### src/rtl/seq_detector_pkg.sv
// Shared definitions for the serial pattern detector.
// Holds the FSM state encoding and the default LEN / PATTERN / CNT_W values
// so the detector, its interface and the upstream flip-flop bench stay in step.
package seq_detector_pkg;

  typedef enum logic {
    ST_FILL = 1'b0,
    ST_RUN  = 1'b1
  } state_t;

  localparam int             DEF_LEN     = 4;
  localparam logic [3:0]     DEF_PATTERN = 4'b1011;
  localparam int             DEF_CNT_W   = 8;

endpackage

### src/rtl/seq_detector_if.sv
// Bus bundle between the upstream bit source and seq_detector.
// Signals:
//   en     sample strobe (din consumed only when high)
//   din    serial data bit
//   clr    synchronous clear of the hit counter
//   match  one-cycle pulse when the window equals the pattern
//   hits   saturating match count since reset/clr
//   window last LEN sampled bits, bit 0 newest
//   ready  high once LEN bits have been sampled since reset
// Modports: master drives the stream, slave is the detector.
interface seq_detector_if
  import seq_detector_pkg::*;
#(
  parameter int LEN   = DEF_LEN,
  parameter int CNT_W = DEF_CNT_W
) ();

  logic             en;
  logic             din;
  logic             clr;
  logic             match;
  logic [CNT_W-1:0] hits;
  logic [LEN-1:0]   window;
  logic             ready;

  modport master (
    output en, din, clr,
    input  match, hits, window, ready
  );

  modport slave (
    input  en, din, clr,
    output match, hits, window, ready
  );

endinterface

### src/rtl/seq_detector_sat_counter.sv
// Saturating up-counter with synchronous clear.
// Ports:
//   clk  system clock
//   rst  synchronous active-high reset (highest priority)
//   clr  clear; combined with inc the result is 1 (clear, then count)
//   inc  count enable
//   cnt  current count, sticks at all-ones
module sat_counter #(
  parameter int W = 8
) (
  input  logic         clk,
  input  logic         rst,
  input  logic         clr,
  input  logic         inc,
  output logic [W-1:0] cnt
);

  logic [W-1:0] cnt_reg;

  always_ff @(posedge clk) begin
    if (rst) begin
      cnt_reg <= '0;
    end else if (clr) begin
      cnt_reg <= inc ? W'(1) : '0;
    end else if (inc && (cnt_reg != '1)) begin
      cnt_reg <= cnt_reg + W'(1);
    end
  end

  assign cnt = cnt_reg;

endmodule

### src/rtl/seq_detector.sv
// Serial pattern detector fed by the JK flip-flop stage's q output.
// Shifts din into a LEN-bit window on every en=1 edge and pulses match for
// one clock whenever the window equals PATTERN, overlaps included. A FILL
// state suppresses matches until LEN samples have been taken since reset.
// Ports:
//   clk  system clock, rising edge
//   rst  synchronous active-high reset, overrides everything
//   bus  seq_detector_if.slave: en, din, clr in; match, hits, window, ready out
module seq_detector
  import seq_detector_pkg::*;
#(
  parameter int             LEN     = DEF_LEN,
  parameter logic [LEN-1:0] PATTERN = LEN'(DEF_PATTERN),
  parameter int             CNT_W   = DEF_CNT_W
) (
  input  logic               clk,
  input  logic               rst,
  seq_detector_if.slave      bus
);

  localparam int FILL_W = $clog2(LEN + 1);

  state_t           state_reg, state_next;
  logic [LEN-1:0]   window_reg, window_next;
  logic             match_reg, match_next;
  logic [FILL_W-1:0] fill_cnt;
  logic [CNT_W-1:0] hits_cnt;
  logic             fill_inc;
  logic             last_fill;

  // Counts accepted samples during FILL only; it stops moving once in RUN.
  assign fill_inc  = bus.en && (state_reg == ST_FILL);
  assign last_fill = fill_inc && (fill_cnt == FILL_W'(LEN - 1));

  sat_counter #(.W(FILL_W)) u_fill_cnt (
    .clk (clk),
    .rst (rst),
    .clr (1'b0),
    .inc (fill_inc),
    .cnt (fill_cnt)
  );

  always_comb begin
    state_next  = state_reg;
    window_next = window_reg;
    match_next  = 1'b0;
    if (bus.en) begin
      window_next = {window_reg[LEN-2:0], bus.din};
      // The zero-initialised window may equal PATTERN during FILL, so the
      // compare is only honoured in RUN or on the completing LEN-th sample.
      if (state_reg == ST_RUN) begin
        match_next = (window_next == PATTERN);
      end else if (last_fill) begin
        match_next = (window_next == PATTERN);
        state_next = ST_RUN;
      end
    end
  end

  always_ff @(posedge clk) begin
    if (rst) begin
      state_reg  <= ST_FILL;
      window_reg <= '0;
      match_reg  <= 1'b0;
    end else begin
      state_reg  <= state_next;
      window_reg <= window_next;
      match_reg  <= match_next;
    end
  end

  // Counts on the same edge that raises match, so hits and match agree.
  sat_counter #(.W(CNT_W)) u_hits (
    .clk (clk),
    .rst (rst),
    .clr (bus.clr),
    .inc (match_next),
    .cnt (hits_cnt)
  );

  assign bus.match  = match_reg;
  assign bus.hits   = hits_cnt;
  assign bus.window = window_reg;
  assign bus.ready  = (state_reg == ST_RUN);

endmodule

### src/flat_wrapper.sv
// flat-port wrapper written by rule: the top's interface ports become plain ports
module seq_detector_flat import seq_detector_pkg::*;
#(
  parameter int             LEN     = DEF_LEN,
  parameter logic [LEN-1:0] PATTERN = LEN'(DEF_PATTERN),
  parameter int             CNT_W   = DEF_CNT_W
)
  (clk, rst, bus_en, bus_din, bus_clr, bus_match, bus_hits, bus_window, bus_ready);
  seq_detector_if #(.LEN(LEN), .CNT_W(CNT_W)) bus_i ();
  input  logic clk;
  input  logic rst;
  input wire logic [$bits(bus_i.en)-1:0] bus_en;
  input wire logic [$bits(bus_i.din)-1:0] bus_din;
  input wire logic [$bits(bus_i.clr)-1:0] bus_clr;
  output wire logic [$bits(bus_i.match)-1:0] bus_match;
  output wire logic [$bits(bus_i.hits)-1:0] bus_hits;
  output wire logic [$bits(bus_i.window)-1:0] bus_window;
  output wire logic [$bits(bus_i.ready)-1:0] bus_ready;
  assign bus_i.en = bus_en;
  assign bus_i.din = bus_din;
  assign bus_i.clr = bus_clr;
  assign bus_match = bus_i.match;
  assign bus_hits = bus_i.hits;
  assign bus_window = bus_i.window;
  assign bus_ready = bus_i.ready;
  seq_detector #(.LEN(LEN), .PATTERN(PATTERN), .CNT_W(CNT_W)) u_core (.clk(clk), .rst(rst), .bus(bus_i));
endmodule
### config.mk
export PLATFORM = sky130hd
export DESIGN_NAME = seq_detector_flat
export DESIGN_NICKNAME = d
export VERILOG_FILES = /design/src/rtl/seq_detector_pkg.sv /design/src/rtl/seq_detector_if.sv /design/src/rtl/seq_detector_sat_counter.sv /design/src/rtl/seq_detector.sv /design/src/flat_wrapper.sv
export SDC_FILE = /design/constraint.sdc
export NUM_CORES = 1
export LEC_CHECK = 0
export CORE_UTILIZATION = 50
export CTS_BUF_LIST = sky130_fd_sc_hd__clkbuf_2
export DETAILED_ROUTE_END_ITERATION = 8
export PLACE_DENSITY = 0.8
export SYNTH_ARGS = -nofsm -noshare
export SYNTH_HDL_FRONTEND = slang
export SYNTH_SLANG_ARGS = --single-unit
### constraint.sdc
create_clock -name clk -period 2.15 [get_ports clk]
set_input_delay 0.3225 -clock clk [delete_from_list [all_inputs] [get_ports clk]]
set_output_delay 0.3225 -clock clk [all_outputs]
set_load 0.01 [all_outputs]
==> results.sh <==
export IMPL_ys_types=28
export IMPL_crit_fanout=7
export IMPL_synth_common_cells="dfxtp_1 (17), nor2_1 (10), a21oi_1 (7)"
export IMPL_p_sw_mw=0.133
export IMPL_synth_warnings=0
export IMPL_worstMarginPinSlew_ns=0.377
export IMPL_first_global_vias=672
export IMPL_area_growth_pct=34.1
export IMPL_status="completed"
export IMPL_fill_cells=134
export IMPL_drt_total_wl_um=1740
export IMPL_clkPwrFrac_pct=28.7
export IMPL_io_pins=19
export IMPL_antenna_found_initial=0
export IMPL_dieWidth_um=42.0
export IMPL_rsz0062_at_grt="true"
export IMPL_dpl_cell_count=121
export IMPL_worstSkewPairLatency_ns=0.31
export IMPL_min_period_ns=2.09
export IMPL_multiInputGateArea_sq_um=443
export IMPL_largest_register_ffs=8
export IMPL_ys_seq_area_share_pct=42.5
export IMPL_p_leak_nw=0.386
export IMPL_fin_area_sq_mm=0.00107
export IMPL_wl_per_cell_um=13.7
export IMPL_syn_instance_count=87
export IMPL_ant_nets=0
export IMPL_fp_coreArea_sq_mm=0.00151
export IMPL_cts_hold_buf=0
export IMPL_stdcell_count=127
export IMPL_fin_ws_ns=0.0621
export IMPL_p_int_mw=0.401
export IMPL_drive_above_1_share_pct=19.8
export IMPL_place_hpwl_um=1170
export IMPL_drv_slew=0
export IMPL_cts_root_buf="clkbuf_2"
export IMPL_synth_seq_cells=17
export IMPL_start_kind="register"
export IMPL_diodes=0
export IMPL_io_buffers=18
export IMPL_synth_top_area_share_pct=42.5
export IMPL_synth_edff_count=0
export IMPL_r2r_start="u_core.u_fill_cnt.cnt[0]"
export IMPL_crit_arrival_ns=2.31
export IMPL_final_util_pct=71.3
export IMPL_setup_viol=0
export IMPL_reg2reg_depth=8
export IMPL_syn_num_nets=96
export IMPL_synthArstFlopShare_pct=0
export IMPL_drt_pass1_iter_count=4
export IMPL_place_area_sq_mm=0.00101
export IMPL_max_cap_violations=0
export IMPL_drc=0
export IMPL_synth_area_per_cell_sq_um=9.20
export IMPL_viasPerCell=5.94
export IMPL_synth_top_flop_cell="dfxtp_1"
export IMPL_grt_max_degree=13
export IMPL_place_ws_ns=-0.0680
export IMPL_hold_violations=0
export IMPL_ir_drop_uv=388
export IMPL_placementRows=14
export IMPL_regToRegSetupSlack_ns=0.06
export IMPL_cts_htree_levels=1
export IMPL_num_vias=754
export IMPL_cts_clk_slew_worst_paths_ns=0.16
export IMPL_drt_iter0_markers=18
export IMPL_whs_path_depth=2
export IMPL_grt_overflow_total=0
export IMPL_p_sw_share_pct=24.9
export IMPL_finClkSkew_ns=0.00160
export IMPL_fin_crit_sh_pct=97.1
export IMPL_gp_congestion=0.764
export IMPL_pwr_share_comb_pct=9.4
export IMPL_synth_area_leaders="dfxtp_1 (43%), ha_1 (6.3%), mux2i_1 (5.0%)"
export IMPL_regArea_sq_um=343
export IMPL_seq_power_share_pct=61.9
export IMPL_cts_tree="built"
export IMPL_yosysMostFrequentCell="dfxtp_1"
export IMPL_synth_largest_area_cell="dfxtp_1"
export IMPL_fin_nets=121
export IMPL_slew_headroom_pct=74.9
export IMPL_cts_buffers=3
export IMPL_power_density_mw_per_mm2=497
export IMPL_hp_class="reg2reg"
export IMPL_fin_tns_setup_ns=0
export IMPL_grt_total_usage_pct=20.4
export IMPL_grt_pass1_wl_um=2710
export IMPL_initial_core_util_pct=53.2
export IMPL_whs_endpoint="u_core.bus.window[3]"
export IMPL_r2r_end="u_core.u_hits.cnt[5]"
export IMPL_cts_max_path_buffers=2
export IMPL_hp_start="u_core.bus.window[3]"
export IMPL_path_class="reg2reg"
export IMPL_die_y_um=42.0
export IMPL_dieArea_sq_mm=0.00177
export IMPL_required_ns=2.37
export IMPL_syn_area_sq_um=801
export IMPL_clock_sinks=17
export IMPL_fmax_mhz=479
export IMPL_end_kind="register"
[per-layer routing]
metal	GRT usage, %	part of all wire [%]	vias to the layer above
li1	-	-	374
met3	2.59	5.0	5
met4	17.5	2.7	0
met2	32.2	49	28
met5	0	0	-
met1	24.2	43	347
[metrics by stage]
step / hold WS (ns) / power [mW]
after floorplan: 0.407 / 0.364
after global placement: 0.458 / 0.384
after detailed placement: 0.470 / 0.387
after CTS: 0.490 / 0.538
after global routing: 0.524 / 0.551
final: 0.482 / 0.534
[cell type report]
type / count / area share (%)
inverters: 2 / 0.699
well taps: 16 / 1.86
multi-input cells: 62 / 41.3
repair buffers: 26 / 22.4
clock buffers: 4 / 1.86
flip-flops and latches: 17 / 31.9
[power groups by stage]
stage	registers [mW]	logic [mW]	clock network, mW
after global placement	0.336	0.0478	0
after detailed placement	0.337	0.0501	0
after floorplan	0.336	0.0280	0
final	0.331	0.0500	0.153
after CTS	0.330	0.0500	0.158
after global routing	0.332	0.0554	0.164
[logic make-up (layout without fill, tap and decap cells)]
family,count (synthesis),count (layout),share of synthesized area (%)
compound gates,19,19,16.3
xor+xnor,1,1,1.09
fa+ha+maj,4,4,6.25
buf+inv,8,32,4.84
flops,17,17,42.5
mux,4,4,5.00
simple gates,34,34,24.1
[critical path, stage by stage, from the launching register on]
cell	delay [ns]
dfxtp_2	0.37
ha_1	0.18
ha_1	0.17
nor2_1	0.06
or4_4	0.57
buf_4	0.18
buf_4	0.13
o31ai_2	0.26
a21oi_2	0.07
[cell usage in the layout (no fill, tap or decap)]
cell             synthesis  routed
o41ai_1                  3       3
nand2_2                  1       1
a21oi_1                  7       5
nor4_1                   1       1
nand4_1                  2       2
or2_2                    1       1
o31ai_1                  3       1
clkdlybuf4s50_1          0      18
clkbuf_2                 0       4
o31ai_2                  0       2
nand3_1                  4       4
and4_1                   3       3
xnor2_1                  1       1
buf_4                    0       8
nand2_1                  4       4
or4_4                    1       2
o21ai_0                  1       1
inv_1                    2       2
mux2i_1                  4       4
a211oi_1                 1       1
nor2_1                  10      10
o21bai_1                 1       1
a21oi_2                  0       2
o311ai_1                 0       1
o311ai_0                 2       1
a22o_1                   1       1
dfxtp_1                 17      15
dfxtp_2                  0       2
or4_1                    4       3
nor3b_1                  2       2
nand2b_1                 1       1
ha_1                     4       4
[worst max path at each step]
stage / start / cells past startpoint / slack [ns] / endpoint
2_1_floorplan: u_core.u_fill_cnt.cnt[0] / 7 / 0.24 / u_core.u_hits.cnt[7]
4_1_cts: u_core.u_fill_cnt.cnt[0] / 6 / 0.03 / u_core.u_hits.cnt[5]
5_1_grt: u_core.u_fill_cnt.cnt[0] / 8 / -0.03 / u_core.u_hits.cnt[3]
3_5_place_dp: bus_en / 5 / -0.07 / u_core.u_hits.cnt[6]
3_3_place_gp: bus_en / 5 / -0.03 / u_core.u_hits.cnt[5]
6_report: u_core.u_fill_cnt.cnt[0] / 8 / 0.06 / u_core.u_hits.cnt[5]
[what timing repair did]
action	CTS	global route
endpoints found under the setup margin	0	4
gates resized for setup	0	10
buffers inserted	0	2
Power figures use the tool's default switching activity.
